### config.mk
export PLATFORM = sky130hd
export DESIGN_NAME = cache_line_refill
export DESIGN_NICKNAME = d
export VERILOG_FILES = /design/src/rtl/cache_line_refill.sv
export SDC_FILE = /design/constraint.sdc
export NUM_CORES = 1
export LEC_CHECK = 0
export ABC_CLOCK_PERIOD_IN_PS = 1850
export CORE_AREA = 5 5 115 117
export CTS_CLUSTER_DIAMETER = 30
export DETAILED_ROUTE_END_ITERATION = 10
export DIE_AREA = 0 0 120 122
export PLACE_DENSITY_LB_ADDON = 0.12
export SLEW_MARGIN = 40
export SYNTH_ARGS = -nofsm -noshare
export SYNTH_HDL_FRONTEND = slang
export SYNTH_SLANG_ARGS = --single-unit
### constraint.sdc
create_clock -name clk -period 1.85 [get_ports clk]
set_clock_uncertainty 0.15 [all_clocks]
set_input_delay 0.37 -clock clk [delete_from_list [all_inputs] [get_ports clk]]
set_output_delay 0.37 -clock clk [all_outputs]
set_load 0.02 [all_outputs]
### src/rtl/cache_line_refill.sv
// Line transfer engine: writes a dirty victim line back to memory, then refills the line
// word by word from memory through the line's write port.

`ifndef CACHE_T
`define CACHE_T 26
`endif
`ifndef CACHE_S
`define CACHE_S 2
`endif
`ifndef CACHE_B
`define CACHE_B 4
`endif

module cache_line_refill #(
  parameter int unsigned TAG_WIDTH  = `CACHE_T,
  parameter int unsigned SET_WIDTH  = `CACHE_S,
  parameter int unsigned LINE_WIDTH = `CACHE_B,
  parameter int unsigned LINE_SIZE  = 2**(LINE_WIDTH-2)
) (
  input  logic                  clk,
  input  logic                  reset,
  input  logic                  start,
  input  logic                  victim_dirty,
  input  logic [TAG_WIDTH-1:0]  victim_tag,
  input  logic [TAG_WIDTH-1:0]  new_tag,
  input  logic [SET_WIDTH-1:0]  set_index,
  output logic                  busy,
  output logic                  done,
  output logic                  line_en,
  output logic [TAG_WIDTH-1:0]  line_target,
  output logic [LINE_WIDTH-1:0] line_index,
  output logic                  line_write_en,
  output logic [TAG_WIDTH-1:0]  line_set_tag,
  output logic                  line_set_dirty,
  output logic [31:0]           line_wdata,
  input  logic [31:0]           line_rdata,
  output logic                  mem_req,
  output logic                  mem_we,
  output logic [31:0]           mem_addr,
  output logic [31:0]           mem_wdata,
  input  logic                  mem_ready,
  input  logic [31:0]           mem_rdata
);

  localparam int unsigned CntWidth = LINE_WIDTH - 2;

  if (TAG_WIDTH + SET_WIDTH + LINE_WIDTH != 32) begin : gen_width_check
    $fatal(1, "cache_line_refill: TAG_WIDTH+SET_WIDTH+LINE_WIDTH must equal 32");
  end

  typedef enum logic [1:0] {StIdle, StWb, StFill, StDone} state_e;

  state_e                state_q, state_d;
  logic [CntWidth-1:0]   cnt_q, cnt_d;
  logic [TAG_WIDTH-1:0]  vtag_q, vtag_d;
  logic [TAG_WIDTH-1:0]  ntag_q, ntag_d;
  logic [SET_WIDTH-1:0]  set_q, set_d;
  logic                  last_word;

  assign last_word      = (cnt_q == CntWidth'(LINE_SIZE - 1));
  assign line_set_dirty = 1'b0;

  always_comb begin
    state_d       = state_q;
    cnt_d         = cnt_q;
    vtag_d        = vtag_q;
    ntag_d        = ntag_q;
    set_d         = set_q;
    busy          = (state_q != StIdle);
    done          = 1'b0;
    line_en       = 1'b0;
    line_target   = '0;
    line_index    = '0;
    line_write_en = 1'b0;
    line_set_tag  = '0;
    line_wdata    = '0;
    mem_req       = 1'b0;
    mem_we        = 1'b0;
    mem_addr      = '0;
    mem_wdata     = '0;

    unique case (state_q)
      StIdle: begin
        if (start) begin
          vtag_d  = victim_tag;
          ntag_d  = new_tag;
          set_d   = set_index;
          cnt_d   = '0;
          state_d = victim_dirty ? StWb : StFill;
        end
      end
      StWb: begin
        mem_req     = 1'b1;
        mem_we      = 1'b1;
        mem_addr    = {vtag_q, set_q, cnt_q, 2'b00};
        mem_wdata   = line_rdata;
        line_en     = 1'b1;
        line_target = vtag_q;
        line_index  = {cnt_q, 2'b00};
        if (mem_ready) begin
          if (last_word) begin
            cnt_d   = '0;
            state_d = StFill;
          end else begin
            cnt_d = cnt_q + CntWidth'(1);
          end
        end
      end
      StFill: begin
        mem_req     = 1'b1;
        mem_addr    = {ntag_q, set_q, cnt_q, 2'b00};
        // Line keeps matching the old tag until the final word lands with the new one.
        line_target = vtag_q;
        line_index  = {cnt_q, 2'b00};
        if (mem_ready) begin
          line_en       = 1'b1;
          line_write_en = 1'b1;
          line_wdata    = mem_rdata;
          line_set_tag  = last_word ? ntag_q : vtag_q;
          if (last_word) begin
            cnt_d   = '0;
            state_d = StDone;
          end else begin
            cnt_d = cnt_q + CntWidth'(1);
          end
        end
      end
      StDone: begin
        done    = 1'b1;
        state_d = StIdle;
      end
      default: state_d = StIdle;
    endcase
  end

  always_ff @(posedge clk) begin
    if (!reset) begin
      state_q <= StIdle;
      cnt_q   <= '0;
      vtag_q  <= '0;
      ntag_q  <= '0;
      set_q   <= '0;
    end else begin
      state_q <= state_d;
      cnt_q   <= cnt_d;
      vtag_q  <= vtag_d;
      ntag_q  <= ntag_d;
      set_q   <= set_d;
    end
  end

endmodule

# Yosys cells after proc, flatten, opt, wreduce, memory -nomap -nowiden
# Index checks and enable logic that the tools add are counted.
dict set report word_totals {
  input_bits 123
  output_inout_bits 159
  regBits 58
  elab_cells 49
}
dict set report op_classes {
  mux 26
  n_eq_ne 10
  n_addsub 1
  reduce_logical 7
}
# operator count
set ops {}
lappend ops {{26-bit 2-to-1 mux} 4}
lappend ops {{32-bit 2-to-1 mux} 3}
lappend ops {{32-bit case mux with 2 select lines} 1}
lappend ops {{2-bit 2-to-1 mux} 9}
lappend ops {{2-bit inequality test, second input constant} 5}
lappend ops {{2-bit case mux with 4 select lines} 1}
lappend ops {{2-bit equality test, second input constant} 3}
lappend ops {{1-bit 2-to-1 mux} 5}
lappend ops {{5-bit AND reduction} 1}
lappend ops {{4-bit 2-to-1 mux} 1}
lappend ops {{2-bit case mux with 2 select lines} 1}
lappend ops {{2-bit nonzero test} 2}
lappend ops {{3-bit AND reduction} 1}
lappend ops {{2-bit by 1-bit adder with 2-bit output, second input constant} 1}
lappend ops {{2-bit by 1-bit equality test with 1-bit output, second input constant} 1}
lappend ops {{2-bit zero test} 1}
lappend ops {{2-bit by 1-bit inequality test with 1-bit output, second input constant} 1}
lappend ops {{1-bit case mux with 2 select lines} 1}
lappend ops {{2-bit AND reduction} 1}
lappend ops {{2-bit OR reduction} 1}

# Logic depth before layout (Yosys ltp)
# Gate-level depths: netlist of the first run.
dict set report logic_depth {
  depth_word 4
  mapped_depth 7
}

# Worst setup path after synthesis of the first run
# OpenSTA, ideal clock, no wires.
dict set report synth_path {
  kind {register to output}
  startpoint {reg state_q[0]}
  endpoint {out mem_addr[10]}
  stages_incl_launch_ff 8
  t_arrival_ns 1.766
  path_slack_ns -0.436
  n_path_buf 3
  required_time_ns 1.330
  path_cell_list {dfxtp_1 inv_1 ha_1 buf_6 and2_1 buf_2 buf_2 a22o_1}
}
dict set report synth_via {
  elab_chain_cells 2
  elab_cells_between_ends 3
  cone_classes {eq/ne: 2; mux: 1}
}
# item line
set synth_lines {}
lappend synth_lines {{start, declared} 53} ;# state_e state_q, state_d;
lappend synth_lines {{start signal, assigned} 138} ;# state_q <= StIdle;
lappend synth_lines {{start signal, assigned} 144} ;# state_q <= state_d;
lappend synth_lines {{2-bit equality test / 2-bit by 1-bit equality test with 1-bit output (equally long branches)} 82} ;# unique case (state_q)
lappend synth_lines {{32-bit case mux with 2 select lines *} 82}
lappend synth_lines {{end, declared} 39} ;# output logic [31:0] mem_addr,
# Every way passes the cells marked *; elsewhere a longest branch is shown, timed or not.

# Worst setup path in the final report of the first run
dict set report layout_path {
  startpoint {reg state_q[1]}
  endpoint {out mem_addr[25]}
}
# The elaborated chain is that of the path after synthesis.

==> results.ini, run 1 <==
[route]
ant_nets = 0
post_drt_wl_per_cell_um = 18.77
num_vias = 4696
first_pass_iters = 4
finalWirelength_mm = 18.28
drc = 0
drt_iter0_markers = 236
avgViaCountPerCell = 4.821

[synth]
synth.most_common_cell = nand2_1
synth_edf_count = 0
synth_top_area_share_pct = 32.65
synth_area_um2 = 3556
synthTopCellsByArea = dfxtp_1 33%, nand2_1 12%, and2_1 11%
synth_cells = 486
ys_seq_area_share_pct = 32.65
ys_warn_count = 0
synthTopCellsByCount = 113 x nand2_1, 64 x and2_1, 58 x dfxtp_1
synth_cell_types = 25
synthArstFlopShare_pct = 0
ys.flop_type = dfxtp_1
yosysTopAreaCell = dfxtp_1
synth-seq-cells = 58
avgSynthCellArea_um2 = 7.317

[clock_network]
cts_root_buffer = clkbuf_16
clk_latency_ns = 0.31
cts_buffers = 9
htree_num_levels = 3
cts_tree = done
clock_sinks = 58
clkTransAtPathRegs_ns = 0.05
clockBufferDepth = 2

[global_routing]
grt_pass1_wl_mm = 24.94
grt-ovfl-total = 0
grt_start_max_net_pins = 33
grt_use_total_pct = 21.39
grt_pass1_vias = 4624
antenna_found_initial = 0

[cells_and_area]
n_antenna_cell = 0
nets = 951
area_growth_pct = 153.8
finalCoreUtilization_pct = 73.60
drive_gt1_share_pct = 52.55
final_area_um2 = 9024
finish.cell_count_without_fillers = 974

[placement]
placedCellCount = 902
portBuffers = 276
place_area_um2 = 6965
hpwl_mm = 11.97
gp_congestion = 0.7941

[floorplanning]
io_pins = 282
die_x_um = 120
die_h_um = 122
dieArea_um2 = 14640
rows = 41
start_util_pct = 29.00
core_um2 = 12260

[run_status]
violations = negative setup slack
status = finished, violations left

[setup_path]
path_class = reg -> out
crit_fanout = 7
critPathMaxStageDelay_ns = 0.36
crit_buf_inv = 3
cp-end-kind = primary output
critPathArrivalTime_ns = 1.71
required_ns = 1.33
crit_path_top_delay_cell = dfxtp_4
cp_top_family = flip-flops
cp_cell_sequence = inv_4 -> ha_4 -> and2_4 -> buf_12 -> a22o_4 -> buf_6
critPathLaunchType = flip-flop

[worst_hold_path]
holdCritPathClass = reg -> reg

[timing]
clock.fmax_ghz = 0.4481
hold_viol_final = 0
min_period_over_period_pct = 120.6
fin_worst_hold_slack_ns = 0.3051
period_minus_slack_ns = 2.232
rsz0062_at_grt = yes
final_max_slew_viol_count = 0
setup_viol = 152
fin_ws_ns = -0.3817

[power_and_ir_drop]
peakVddDrop_v = 0.0007505
power_density_nw_per_um2 = 1076
p_leak_uw = 0.003799

[job]
maxCapViolCount = 0

## through the flow
step	setup TNS, ns	worst slack (ns)	power [uW]
2_1_floorplan	-3.025	-0.1313	3848
3_3_place_gp	-72.26	-0.6903	5572
3_5_place_dp	-75.02	-0.7055	5627
4_1_cts	-43.45	-0.4080	8343
5_1_grt	-50.50	-0.4486	10170
6_report	-42.08	-0.3817	9706
## cells in the final DEF (no fill, tap or decap), types with 9 or more instances in the layout
cell type        instances
clkdlybuf4s50_1        121
nor2_4                  23
a22o_4                  20
mux2i_4                 12
a21oi_1                 55
buf_12                  25
nand2_1                111
buf_6                  162
and2_4                  61
buf_4                   31
dfxtp_1                 54
and3_4                  29
mux2i_1                  9
clkbuf_16               14
## cells by family (layout without fill, tap and decap cells)
logic type | Yosys count | in the layout | synth area share (%)
compound gates | 89 | 89 | 15.59
fa+ha+maj | 9 | 9 | 3.167
buf+inv | 53 | 385 | 6.897
flops | 58 | 58 | 32.65
mux | 29 | 29 | 8.163
other cells | 1 | 5 | 0.1055
simple gates | 247 | 249 | 33.43
## timing repair
item	4_1_cts	5_1_grt
buffers inserted	20	23
cloned	6	8
resized for setup	774	352
endpoints found under the setup margin	157	156
hold buffers	0	0
pin swaps	4	24
hold endpoints to repair	0	0
## where the power goes
group	switching [uW]	total [uW]	internal [uW]
Combinational	2710	6040	3330
Sequential	325	1840	1520
Clock	574	1830	1250
## layout make-up
cell class	instances	area, um2
well taps	150	187.7
fillers	902	3237
clock inverters	4	73.82
multi-input cells	381	3133
clock buffers	12	256.5
inverters	6	27.53
repair buffers	363	4172
flip-flops and latches	58	1174
## final timing paths
kind / from / endpoint / slack, ns / depth (start not counted)
hold reg to reg: set_q[1]$_SDFFE_PN0P_ / set_q[1]$_SDFFE_PN0P_ / 0.31 / 2
hold / removal: set_q[1]$_SDFFE_PN0P_ / set_q[1]$_SDFFE_PN0P_ / 0.31 / 2
setup / recovery: state_q[1]$_SDFFE_PN0P_ / mem_addr[25] / -0.38 / 6
setup reg to reg: state_q[1]$_SDFFE_PN0P_ / cnt_q[0]$_SDFFE_PN0P_ / -0.24 / 8
## sequential cells by signal (all words and copies together) (netlist names)
name,count
state_q,2
cnt_q,2
vtag_q,26
set_q,2
ntag_q,26
## worst reg2reg max path: cells and delay by family, from the launching register on
kind | cells | cell delay (ns)
muxes | 1 | 0.13
and+or+nand+nor | 1 | 0.49
adders and majority gates | 1 | 0.27
AOI/OAI and AO/OA | 1 | 0.13
DFF | 1 | 0.36
buffers and inverters | 4 | 0.46
## metal layers
layer	vias to the layer above	wire length, um	track usage (%)
li1	2275	-	-
met1	2194	6848	22.66
met2	198	9765	41.83
met3	29	1272	5.757
met4	0	396	5.011
met5	-	0	0
No activity file was read; power rests on OpenSTA's default activity.
==> run 2, diff against run 1 <==
- CORE_AREA: 5 5 115 117 -> 2 2 112 114
- DIE_AREA: 0 0 120 122 -> 0 0 114 116
==> results.ini, run 2 (synthesis gave the netlist of run 1 again) <==
[cells_and_area]
area_growth_pct = 130.6
layout_commonest_cell = clkdlybuf4s50_1
finalCoreUtilization_pct = 68.83
nets = 936
final_cell_mix = 121 x clkdlybuf4s50_1, 111 x nand2_1, 88 x buf_6
fillerInstances = 982
n_antenna_cell = 0
drive_gt1_share_pct = 44.68
seq_area_um2 = 1176
multi_input_area_um2 = 2908
reg_top3 = ntag_q: 26 flops, vtag_q: 26 flops

[timing]
rsz0062_at_grt = yes
final_max_slew_viol_count = 0
clock.fmax_ghz = 0.4431
fin_worst_hold_slack_ns = 0.3117
hold_viol_final = 0
period_minus_slack_ns = 2.257
min_period_over_period_pct = 122.0
fin_ws_ns = -0.4070
setup_viol = 153

[setup_path]
path_class = reg -> out
critPathMaxStageDelay_ns = 0.39
critPathArrivalTime_ns = 1.74
required_ns = 1.33
cp_cell_sequence = inv_4 -> ha_4 -> and2_4 -> buf_12 -> a22o_4 -> buf_2
timing.rr.end = cnt_q[0]$_SDFFE_PN0P_
cp_top_family = flip-flops
reg2reg_slack_ns = -0.11
crit_buf_inv = 3
crit_fanout = 10
r2r-start = state_q[1]$_SDFFE_PN0P_
reg2regPathDepth = 7
cp-end-kind = primary output
critPathLaunchType = flip-flop
crit_path_top_delay_cell = dfxtp_4

[power_and_ir_drop]
finalPower_uw = 8471
p_leak_uw = 0.003608
power_density_nw_per_um2 = 1033
peakVddDrop_v = 0.0005233

[clock_network]
clock_sinks = 58
clk_latency_ns = 0.32
htree_num_levels = 3
clockBufferDepth = 2
cts_root_buffer = clkbuf_16
clkTransAtPathRegs_ns = 0.05
cts_buffers = 9
cts_tree = done

[floorplanning]
die_h_um = 116
io_pins = 282
start_util_pct = 29.85
core_um2 = 11910
dieArea_um2 = 13220
rows = 40
die_x_um = 114

[route]
finalWirelength_mm = 16.83
ant_nets = 0
post_drt_wl_per_cell_um = 17.62
drt-met1-wl_mm = 6.796
drt_iter0_markers = 172
first_pass_iters = 5
wl_met3_mm = 1.215
drc = 0
routed.top_layer = met4
avgViaCountPerCell = 4.879
num_vias = 4659
met2_length_mm = 8.449

[global_routing]
grt_use_total_pct = 21.59
grt-ovfl-total = 0
grt_start_max_net_pins = 33
antenna_found_initial = 0
grt_pass1_vias = 4410
grt_pass1_wl_mm = 22.71

[placement]
hpwl_mm = 11.37
portBuffers = 276
pre_cts_slack_ns = -0.6030
gp_congestion = 0.8589

[run_status]
status = finished, violations left
violations = negative setup slack

[worst_hold_path]
worstHoldStart = set_q[1]$_SDFFE_PN0P_
holdPathEnd = set_q[1]$_SDFFE_PN0P_
holdCritPathClass = reg -> reg
holdPathStages = 2

[job]
maxCapViolCount = 0

## run 2: cell type report
class,instances,share of cell area (%)
multi-input combinational,379,35.46
tap,147,2.243
sequential,58,14.34
clock buffer,9,2.747
clock inverter,6,1.007
timing repair buffer,350,43.86
inverter,6,0.3357
## run 2: timing repair
| item | in CTS | in global routing |
|---|---|---|
| setup buffers | 1 | 22 |
| resized for setup | 474 | 449 |
| endpoints found under the setup margin | 157 | 156 |
| pin swaps | 4 | 4 |
| gates cloned | 0 | 9 |
| endpoints found under the hold margin | 0 | 0 |
| hold buffers | 0 | 0 |
## run 2: worst min-delay path, cell delays in order (launching register included)
cell and delay [ns]:
dfxtp_1 0.31, nand2_1 0.05, a21oi_1 0.05
## run 2: layer usage
layer  vias to the layer above  global-route usage [%]
met4                         0                   6.748
met3                        29                   5.073
met5                         -                       0
met1                      2187                   25.38
met2                       199                   38.97
li1                       2244                       -
## run 2: worst max path at each step
stage,slack [ns],end,from,cells after the start
finish,-0.41,mem_addr[14],state_q[1]$_SDFFE_PN0P_,6
global route,-0.45,line_target[13],state_q[1]$_SDFFE_PN0P_,7
CTS,-0.40,line_set_tag[25],state_q[0]$_SDFFE_PN0P_,6
detailed placement,-0.60,line_set_tag[25],mem_ready,5
global placement,-0.56,line_set_tag[2],mem_ready,5
floorplan,-0.13,mem_addr[10],state_q[1]$_SDFFE_PN0P_,7
## run 2: through the flow
stage / area, um2 / cells / TNS, ns
floorplan: 3894 / 490 / -3.025
global placement: 7039 / 908 / -63.94
detailed placement: 7039 / 908 / -65.83
CTS: 7342 / 924 / -51.61
global route: 8199 / 955 / -48.15
finish: 8199 / 955 / -40.23
## run 2: power by group
group	internal [uW]	leakage [uW]	switching [uW]
clock	1160	0.000151	590
combinational	2460	0.00298	2390
sequential	1520	0.000479	347
total	5140	0.00361	3330
==> run 3, diff against run 2 <==
- CELL_PAD_IN_SITES_DETAIL_PLACEMENT: default -> 0
- CELL_PAD_IN_SITES_GLOBAL_PLACEMENT: default -> 1
- CORE_AREA: 2 2 112 114 -> 2 2 137 139
- DIE_AREA: 0 0 114 116 -> 0 0 139 141
==> results.ini, run 3 (synthesis gave the netlist of run 1 again) <==
[global_routing]
antenna_found_initial = 0
grt_pass1_wl_mm = 28.94
grt_pass1_vias = 4803
grt_start_max_net_pins = 36
grt_use_total_pct = 19.06
grt-ovfl-total = 0

[setup_path]
required_ns = 1.33
crit_top_cell = buf_6
crit_buf_inv = 4
cp_cell_sequence = inv_2 -> ha_4 -> buf_6 -> and2_4 -> buf_12 -> a22o_4 -> buf_6
critPathLaunchType = flip-flop
path_class = reg -> out
cp_top_family = buffers and inverters
critPathArrivalTime_ns = 1.79
crit_path_top_delay_cell = dfxtp_2
cp-end-kind = primary output
critPathMaxStageDelay_ns = 0.33
crit_fanout = 7

[floorplanning]
die_x_um = 139
rows = 50
core_um2 = 18270
dieArea_um2 = 19600
die_h_um = 141
start_util_pct = 19.47
io_pins = 282

[route]
num_vias = 4642
drc = 0
finalWirelength_mm = 19.23
drt_iter0_markers = 150
ant_nets = 0
post_drt_wl_per_cell_um = 18.28
avgViaCountPerCell = 4.413
first_pass_iters = 4

[clock_network]
postCtsHoldBufs = 0
htree_num_levels = 3
clock_sinks = 58
cts_buffers = 9
clockBufferDepth = 2
clkTransAtPathRegs_ns = 0.05
clk_latency_ns = 0.33
cts_root_buffer = clkbuf_16
cts_tree = done

[timing]
hold_viol_final = 0
rsz0062_at_grt = yes
min_period_over_period_pct = 125.1
final_max_slew_viol_count = 0
setup_viol = 151
clock.fmax_ghz = 0.4320
period_minus_slack_ns = 2.315
fin_ws_ns = -0.4647
finalSetupTns_ns = -47.65
fin_worst_hold_slack_ns = 0.3168

[power_and_ir_drop]
p_leak_uw = 0.003683
seq_power_share_pct = 19.4
power_density_nw_per_um2 = 1030
peakVddDrop_v = 0.0006811
comb_power_share_pct = 60.5
finalPower_uw = 9219
clkPwrFrac_pct = 20.1
p_int_uw = 5685
power_switching_uw = 3534
swShare_pct = 38.33

[placement]
portBuffers = 276
hpwl_mm = 12.38
gp_congestion = 0.8305

[cells_and_area]
n_antenna_cell = 0
nets = 945
final_cell_mix = 161 x buf_6, 121 x clkdlybuf4s50_1, 111 x nand2_1
drive_gt1_share_pct = 49.63
layout_commonest_cell = buf_6
area_growth_pct = 151.6
reg_top3 = ntag_q: 26 flops, vtag_q: 26 flops

[run_status]
violations = negative setup slack
status = finished, violations left

[job]
maxCapViolCount = 0

[worst_hold_path]
holdCritPathClass = reg -> reg

[run 3: changes by cell type in the layout (fill, tap and decap cells not counted), sizes merged, moves of 2 or more]
cell / previous run / this run
and2: 64 / 66
clkbuf: 18 / 14
clkdlybuf4s15: 0 / 15
dlymetal6s2s: 3 / 0
[run 3: area by class of cell]
type / count / area (um2)
clock buffer: 12 / 256.5
fill: 1700 / 9320
clock inverter: 4 / 73.82
sequential: 58 / 1166
multi-input combinational: 381 / 3004
tap: 234 / 292.8
inverter: 6 / 25.02
timing repair buffer: 357 / 4129
[run 3: routing by layer]
metal	global-route usage (%)	share of wire (%)
met3	4.552	5.2
met1	23.57	43
met2	34.12	51
met5	0	0
met4	3.349	0.56
[run 3: repair_timing]
action / 4_1_cts / 5_1_grt
gates cloned: 14 / 2
pin swaps: 16 / 25
gates resized for setup: 914 / 149
setup buffers: 22 / 14
endpoints found under the setup margin: 155 / 156
[run 3: path summary, 6_finish.rpt]
check             slack [ns]  cells after the start                      end                     from
setup / recovery       -0.46                      7              mem_addr[7]  state_q[1]$_SDFFE_PN0P_
hold / removal          0.32                      2  ntag_q[24]$_SDFFE_PN0P_  ntag_q[24]$_SDFFE_PN0P_
setup reg to reg        0.03                      6    cnt_q[0]$_SDFFE_PN0P_  state_q[0]$_SDFFE_PN0P_
hold reg to reg         0.32                      2  ntag_q[24]$_SDFFE_PN0P_  ntag_q[24]$_SDFFE_PN0P_
[run 3: power by group through the flow]
stage,clock network (uW),logic [uW],registers [uW]
after detailed placement,0,4020,1770
final,1850,5580,1790
after global routing,1970,5930,1830
after CTS,1900,5270,1770
after global placement,0,4010,1760
after floorplan,0,2120,1730
[run 3: metrics by stage]
step,util [%],std cells,instance area [um2],setup WS [ns]
2_1_floorplan,-,490,3894,-0.1313
3_3_place_gp,38.90,990,7106,-0.6626
3_5_place_dp,38.90,990,7106,-0.6843
4_1_cts,46.77,1042,8544,-0.4891
5_1_grt,48.98,1052,8947,-0.5322
6_report,48.98,1052,8947,-0.4647
[run 3: worst reg2reg max path: stages (launching register included)]
cell and delay [ns]:
dfxtp_2 0.34, inv_4 0.06, ha_4 0.29, buf_6 0.19, mux2i_1 0.13, or4_1 0.48
a21oi_1 0.12
